==> src/rtl/instr_pointer.sv <==
// Instruction-pointer generator feeding the fetch stage.
// Holds the current program address and advances it sequentially, redirects it on
// jump/call/return, or freezes it on stall/halt. A small LIFO of return addresses
// backs call/ret; overflow/underflow are sticky error flags cleared only by reset.
module instr_pointer #(
  parameter int unsigned          WORD_SIZE   = 16,
  parameter logic [WORD_SIZE-1:0] RESET_ADDR  = '0,
  parameter int unsigned          STACK_DEPTH = 8,
  localparam int unsigned         AW          = $clog2(STACK_DEPTH),
  localparam int unsigned         DW          = AW + 1
) (
  input  logic                 clk,
  input  logic                 rst_n,
  output logic [WORD_SIZE-1:0] pointer,
  input  logic                 stall,
  input  logic                 jump,
  input  logic                 call,
  input  logic                 ret,
  input  logic [WORD_SIZE-1:0] target,
  input  logic                 halt,
  input  logic                 resume,
  output logic                 running,
  output logic [DW-1:0]        depth,
  output logic                 overflow,
  output logic                 underflow
);

  // The pop index arithmetic relies on the stack size being a power of two.
  if (STACK_DEPTH < 2 || (STACK_DEPTH & (STACK_DEPTH - 1)) != 0) begin : gen_bad_depth
    $error("instr_pointer: STACK_DEPTH must be a power of two and at least 2");
  end

  typedef enum logic [0:0] {
    StRun,
    StHalted
  } state_e;

  state_e state_q, state_d;

  logic [WORD_SIZE-1:0] pointer_q, pointer_d;
  logic [DW-1:0]        depth_q, depth_d;
  logic                 overflow_q, overflow_d;
  logic                 underflow_q, underflow_d;

  logic [WORD_SIZE-1:0] stack_q [STACK_DEPTH];

  logic [WORD_SIZE-1:0] ptr_inc;
  logic                 stack_empty;
  logic                 stack_full;
  logic [AW-1:0]        push_idx;
  logic [AW-1:0]        top_idx;
  logic                 step_en;
  logic                 push_en;

  // Sequential successor wraps modulo 2^WORD_SIZE; the pushed return address uses it too.
  assign ptr_inc     = pointer_q + WORD_SIZE'(1);
  assign stack_empty = (depth_q == '0);
  assign stack_full  = (depth_q == DW'(STACK_DEPTH));
  assign push_idx    = depth_q[AW-1:0];
  // Only consulted when the stack is non-empty, so depth-1 never underflows here.
  assign top_idx     = depth_q[AW-1:0] - AW'(1);

  // A RUN step executes only when not stalled and not being halted this edge.
  assign step_en = (state_q == StRun) && !stall && !halt;

  // FSM state register.
  always_ff @(posedge clk or negedge rst_n) begin
    if (!rst_n) begin
      state_q <= StRun;
    end else begin
      state_q <= state_d;
    end
  end

  // FSM next-state: stall freezes both states; halt/resume move between them.
  always_comb begin
    state_d = state_q;
    unique case (state_q)
      StRun: begin
        if (!stall && halt) begin
          state_d = StHalted;
        end
      end
      StHalted: begin
        if (!stall && resume) begin
          state_d = StRun;
        end
      end
      default: state_d = StRun;
    endcase
  end

  // FSM outputs.
  always_comb begin
    running = (state_q == StRun);
  end

  // Datapath next-state: ret > call > jump > sequential, gated by step_en.
  always_comb begin
    pointer_d   = pointer_q;
    depth_d     = depth_q;
    overflow_d  = overflow_q;
    underflow_d = underflow_q;
    push_en     = 1'b0;
    if (step_en) begin
      if (ret) begin
        // A simultaneous call is dropped.
        if (!stack_empty) begin
          pointer_d = stack_q[top_idx];
          depth_d   = depth_q - DW'(1);
        end else begin
          pointer_d   = ptr_inc;
          underflow_d = 1'b1;
        end
      end else if (call) begin
        // The branch is taken even when the return address cannot be saved.
        pointer_d = target;
        if (!stack_full) begin
          push_en = 1'b1;
          depth_d = depth_q + DW'(1);
        end else begin
          overflow_d = 1'b1;
        end
      end else if (jump) begin
        pointer_d = target;
      end else begin
        pointer_d = ptr_inc;
      end
    end
  end

  // Datapath registers: pointer, occupancy and sticky flags.
  always_ff @(posedge clk or negedge rst_n) begin
    if (!rst_n) begin
      pointer_q   <= RESET_ADDR;
      depth_q     <= '0;
      overflow_q  <= 1'b0;
      underflow_q <= 1'b0;
    end else begin
      pointer_q   <= pointer_d;
      depth_q     <= depth_d;
      overflow_q  <= overflow_d;
      underflow_q <= underflow_d;
    end
  end

  // Return-address storage; entries above depth are don't-care but cleared on reset.
  always_ff @(posedge clk or negedge rst_n) begin
    if (!rst_n) begin
      for (int i = 0; i < int'(STACK_DEPTH); i++) begin
        stack_q[i] <= '0;
      end
    end else if (push_en) begin
      stack_q[push_idx] <= ptr_inc;
    end
  end

  assign pointer   = pointer_q;
  assign depth     = depth_q;
  assign overflow  = overflow_q;
  assign underflow = underflow_q;

endmodule

==> config.mk <==
export PLATFORM = sky130hd
export DESIGN_NAME = instr_pointer
export DESIGN_NICKNAME = d
export VERILOG_FILES = /design/src/rtl/instr_pointer.sv
export SDC_FILE = /design/constraint.sdc
export NUM_CORES = 1
export LEC_CHECK = 0
export CELL_PAD_IN_SITES_DETAIL_PLACEMENT = 1
export CELL_PAD_IN_SITES_GLOBAL_PLACEMENT = 2
export CORE_ASPECT_RATIO = 0.7
export CORE_MARGIN = 8
export CORE_UTILIZATION = 40
export CTS_BUF_LIST = sky130_fd_sc_hd__clkbuf_8
export DETAILED_ROUTE_END_ITERATION = 6
export PLACE_DENSITY_LB_ADDON = 0.08
export SLEW_MARGIN = 40
export SYNTH_ARGS = -nofsm -noshare
export SYNTH_HDL_FRONTEND = slang
export SYNTH_SLANG_ARGS = --single-unit
==> constraint.sdc <==
create_clock -name clk -period 2.7 [get_ports clk]
set_input_delay 0.54 -clock clk [delete_from_list [all_inputs] [get_ports clk]]
set_output_delay 0.54 -clock clk [all_outputs]
set_load 0.02 [all_outputs]
Yosys cells after proc, flatten, opt, wreduce, memory -nomap -nowiden. Index checks and enable logic that the tools add are counted. Widths: inputs -> output; s select.

Bits in registers: 151. Bits in latches: 0. Bits in writable memories: 0. ROM bits: 0. Input bits: 24. Output and inout bits: 23. Logic and storage cells: 60. Memories: 0.

$add $sub $neg: 4. Multipliers: 0. Div/mod/pow operators: 0. Order comparisons: 3. Equal/unequal tests: 3. Shifts and indexed selects: 0. Multiplexer cells: 21. Bitwise gates (word level): 4. Reductions and logical operators: 12.

Operators by type and width (number): $bwmux 128 (1); $mux 16 (7); $bmux 16 s3 (1); $demux 16 s3 (1); $add 16x1->16 const B (1); $mux 4 (4); $ge 4x4->1 const B (2); $not 3->4 (2); $reduce_and 4->1 (2); $mux 1 (6); $logic_and 1x1->1 (5); $add 4x1->4 const B (1); $eq 4x4->1 const B (1); $logic_not 4->1 (1); $lt 4x1->1 const B (1); $ne 2x2->1 const B (2); $sub 4x1->4 const B (1); $reduce_and 3->1 (1); $sub 3x1->3 const B (1); $logic_not 1->1 (2); $not 1->1 (2); $pmux 1 s2 (1); $reduce_bool 2->1 (1).

Depth between registers and ports, before layout.
Depth after elaboration: 7. Depth in mapped cells: 10. Depth with buffers taken out: 7.

Worst setup path after synthesis. Ideal clock, no wire load.

Path kind: flip-flop to flip-flop. Start: reg depth_q[0], in the netlist depth[0]. End: reg pointer_q[11], in the netlist pointer[11]. Library setup time: 0.126 ns. Arrival time: 2.475 ns. Required time: 2.574 ns. Path slack: 0.099 ns. Cell stages (with the launch flop): 10. Period minus slack after synthesis: 2.601 ns. Cell sequence: dfrtp_1 -> buf_6 -> clkinv_1 -> ha_1 -> buf_2 -> xor2_4 -> mux4_2 -> mux2i_1 -> nor3_1 -> a221o_1.

Word-level cells in the longest chain between the ends: 7.

Ends and longest elaborated chain: start, declared (RTL line 41) `logic [DW-1:0] depth_q, depth_d;`; start signal, assigned (RTL line 141) `depth_q <= depth_d;`; $sub 3x1->3 (RTL line 61) `assign top_idx = depth_q[AW-1:0] - AW'(1);`; named net top_idx[0] (RTL line 51) `logic [AW-1:0] top_idx;`; $not 3->4 (implied by the code) (RTL line 109) `pointer_d = stack_q[top_idx];`; $bmux 16 s3 (RTL line 109); $mux 16 (implied by the code) (2 in series) (RTL line 109); $mux 16 (RTL line 108) `if (!stack_empty) begin`; $mux 16 (RTL line 106) `if (ret) begin`; end signal, assigned (RTL line 140) `pointer_q <= pointer_d;`; end, declared (RTL line 40) `logic [WORD_SIZE-1:0] pointer_q, pointer_d;`.

The timed path passes the listed nets, and every way through them passes these cells. The select of a mux whose other input is x is not followed. A chain may end at the register's enable or synchronous reset.

Final worst setup path.
Start: reg depth_q[1], in the netlist depth[1]. End: reg pointer_q[5], in the netlist pointer[5].

Word-level cells in the longest chain between the ends: 7.

Ends and longest elaborated chain (RTL line): $sub 3x1->3 (61); $not 3->4 (implied by the code) (109); $bmux 16 s3 (109); $mux 16 (implied by the code) (2 in series) (109); $mux 16 (*) (108); $mux 16 (*) (106).

Mark *: on every way between the ends. The rest lies on a longest branch, timed or not. The select of a mux whose other input is x is not followed.

==> impl_metrics.csv <==
group,metric,value,unit
route,dr.pass1.iters,4,
min_path,holdPathStages,1,
synth,ys_seq_area_frac,0.5239,
timing,final_hold_viol_count,0,
power_and_ir_drop,p_leak,3.687,nW
run_status,status,"finished, final reports clean",
placed_design,dp.final_hpwl,14.76,mm
clock_tree,cts.htree.levels,4,
synth,syn-num-nets,718,
timing,slew_viol_final,0,
min_path,min-delay-path-class,"reg2reg",
clock_tree,insertion_delay,0.45,ns
route,drt_iter0_markers,382,
finish,syn_to_final_growth,19.36,%
timing,clock_skew,0.01308,ns
power_and_ir_drop,powerDensity,952.1,nW/um^2
die,initial_core_util,0.4041,
setup_path,endpoint,"pointer[5]",
synth,yosys_warnings,0,
synth,synth_area_leaders,"dfrtp_1, o21ai_0, mux4_2, nand2_1, clkbuf_1",
timing,setup_violations,0,
setup_path,rr_endpoint,"pointer[5]",
setup_path,setup.worst_path.start_class,"flop",
synth,syn_avg_cell_area,10.47,sq um
finish,drive_gt1_frac,0.1693,
finish,antenna_cells,0,
synth,synth_cells,689,
grt,grtUsageTotal,0.1958,
setup_path,worstPathArrival,2.70,ns
timing,finalCritPeriodShare,0.8801,
synth,yosysUniqueCellTypes,60,
setup_path,crit_type,"reg2reg",
clock_tree,cts_num_sinks,151,
synth,synthesis.area,7213,sq um
timing,fin_crit,2.376,ns
setup_path,timing.rr.start,"depth[1]",
clock_tree,cts_buffers,17,
synth,synth-seq-cells,151,
setup_path,worstPathCellList,"inv_1, ha_1, xor2_4, buf_4, buf_4, mux2i_1, o221a_2, o21ai_0",
synth,synth_top_flop_cell,"dfrtp_1",
die,io_pins,47,
timing,fin_setup_tns,0,ns
clock_tree,tritoncts,"yes",
die,dieHeight,128.4,um
clock_tree,path_clk_slew,0.08,ns
placed_design,io_buffers,46,
run,cap_violations,0,
grt,grt.overflow.total,0,
route,via_per_inst,5.477,
die,die_w,176.5,um
setup_path,cp_common_cell,"buf_4",
setup_path,worst_path_largest_cell_delay,0.38,ns
power_and_ir_drop,ir_drop,1.144,mV
grt,grt_pass1_vias,5880,
timing,tightest_slew,0.8429,ns
placed_design,routabilityCongestion,0.8329,
grt,grt_max_degree,90,
setup_path,r2r_slack,0.32,ns
finish,finalNetCount,785,
synth,synth_top_area_cell,"dfrtp_1",
setup_path,ff2ff_path_depth,8,
route,drc,0,
synth,async_flop_share,1.000,
setup_path,critPathCaptureType,"flop",
synth,synth-edff-count,0,
setup_path,cp_max_fo,8,
timing,fmax,0.4208,GHz
grt,grt_first_pass_wirelength,34.21,mm
clock_tree,cts_buffer_depth,2,
die,dieArea,22650,sq um
synth,synth_top_area_share,0.5239,
placed_design,place_inst,972,
die,core,17850,sq um
setup_path,slowest_stage,"dfrtp_1",
clock_tree,clockRootBuffer,"clkbuf_8",
timing,rsz0062_at_grt,"false",
route,post_drt_wl_per_cell,20.86,um
setup_path,cp.required,3.02,ns
die,rows,41,
setup_path,setup.worst_path.start,"depth[1]",
timing,relSlewSlack,0.4340,
grt,antenna_found_initial,0,
route,ant_nets,0,
clock_tree,cts-resized-gates,0,
route,routed_wl,20.95,mm
route,vias,5499,
finish,final_cells,1004,
logic make-up after synthesis:
kind of cell             synth area share
flip-flops                         0.5239
AO/OA/AOI/OAI                      0.1476
AND/OR/NAND/NOR                    0.1351
XOR/XNOR                          0.02567
adder cells (fa/ha/maj)          0.009714
buffers and inverters             0.03122
multiplexers                       0.1268
layout make-up:
type                       instances  area (sq um)
clock buffer                      21         289.0
clock inverter                    10         105.1
fill                            1958          9243
inverter                           5         18.77
multi-input combinational        485          3219
sequential                       151          3780
tap                              236         295.3
timing repair buffer              96         902.1
cell usage after synthesis, drive strengths merged, types with 3 or more instances:
cell type,number
a21oi,15
clkbuf,37
o21ai,138
mux2i,7
nand3,15
a211oi,4
nand4,4
or3,3
xor2,6
inv,4
and3,7
nand2,159
mux2,10
a21o,3
buf,11
mux4,32
nor3,8
nor4,3
xnor2,13
nor2,19
ha,4
dfrtp,151
layer usage:
| metal | global-route usage | up-vias | wire length, um |
|---|---|---|---|
| li1 | - | 2576 | - |
| met1 | 0.2729 | 2833 | 9811 |
| met2 | 0.3098 | 78 | 10020 |
| met3 | 0.04419 | 12 | 881 |
| met4 | 0.04041 | 0 | 239 |
| met5 | 0 | - | 0 |
worst min path at each step:
stage	startpoint	to	slack (ns)
finish	underflow	underflow	0.46
global route	underflow	underflow	0.49
CTS	underflow	underflow	0.47
detailed placement	rst_n	stack_q[124]	0.45
global placement	underflow	underflow	0.44
floorplan	rst_n	depth[0]	0.24
power breakdown:
part	internal (mW)	switching, mW	total (mW)
Combinational	1.45	1.74	3.19
Sequential	2.78	0.474	3.25
Clock	0.904	0.854	1.76
Total	5.13	3.07	8.20
sequential cells by signal, indices dropped and copies added (netlist names):
name and cells:
depth 4, stack_q 128, pointer 16, overflow 1, underflow 1, state_q 1
critical path, delay by kind of cell, from the launching register on:
kind | cells | cell delay (ns)
buf+inv | 3 | 0.63
compound gates | 2 | 0.31
fa+ha+maj | 1 | 0.29
flops | 1 | 0.38
xor+xnor | 1 | 0.29
mux | 1 | 0.34
placed cells by master, fill, tap and decap left out, types with 3 or more instances in the layout:
cell and count:
clkbuf_8 21, and3_1 7, mux4_2 29, buf_12 5, mux2_2 10, o21ai_1 3, a21oi_1 15, mux4_1 3
a21o_1 3, xnor2_1 12, inv_1 7, buf_4 44, dfrtp_1 150, nand4_1 3, mux2i_1 7, o21ai_0 135
ha_1 4, a211oi_1 4, nor3_1 7, nand3_1 15, or3_1 3, nor2_1 18, nand2_1 159, xor2_1 5
clkdlybuf4s50_1 45
per-stage QoR:
stage                     area [sq um]  total power, mW  utilization  hold WS [ns]  setup slack [ns]
final                             8610            8.197       0.4823        0.4605            0.3239
after CTS                         8610            8.288       0.4823        0.4664            0.2984
after global routing              8610            8.704       0.4823        0.4921            0.1738
after floorplan                   7213            5.136            -        0.2444           0.09908
after global placement            8195            6.425       0.4591        0.4391            0.1841
after detailed placement          8205            6.512       0.4596        0.4455            0.1675
what timing repair did:
| item | CTS | global route |
|---|---|---|
| hold buffers | 1 | 0 |
| setup buffers | 0 | 0 |
| endpoints found under the setup margin | 0 | 0 |
| hold endpoints to repair | 31 | 0 |
Power figures use the tool's default switching activity.
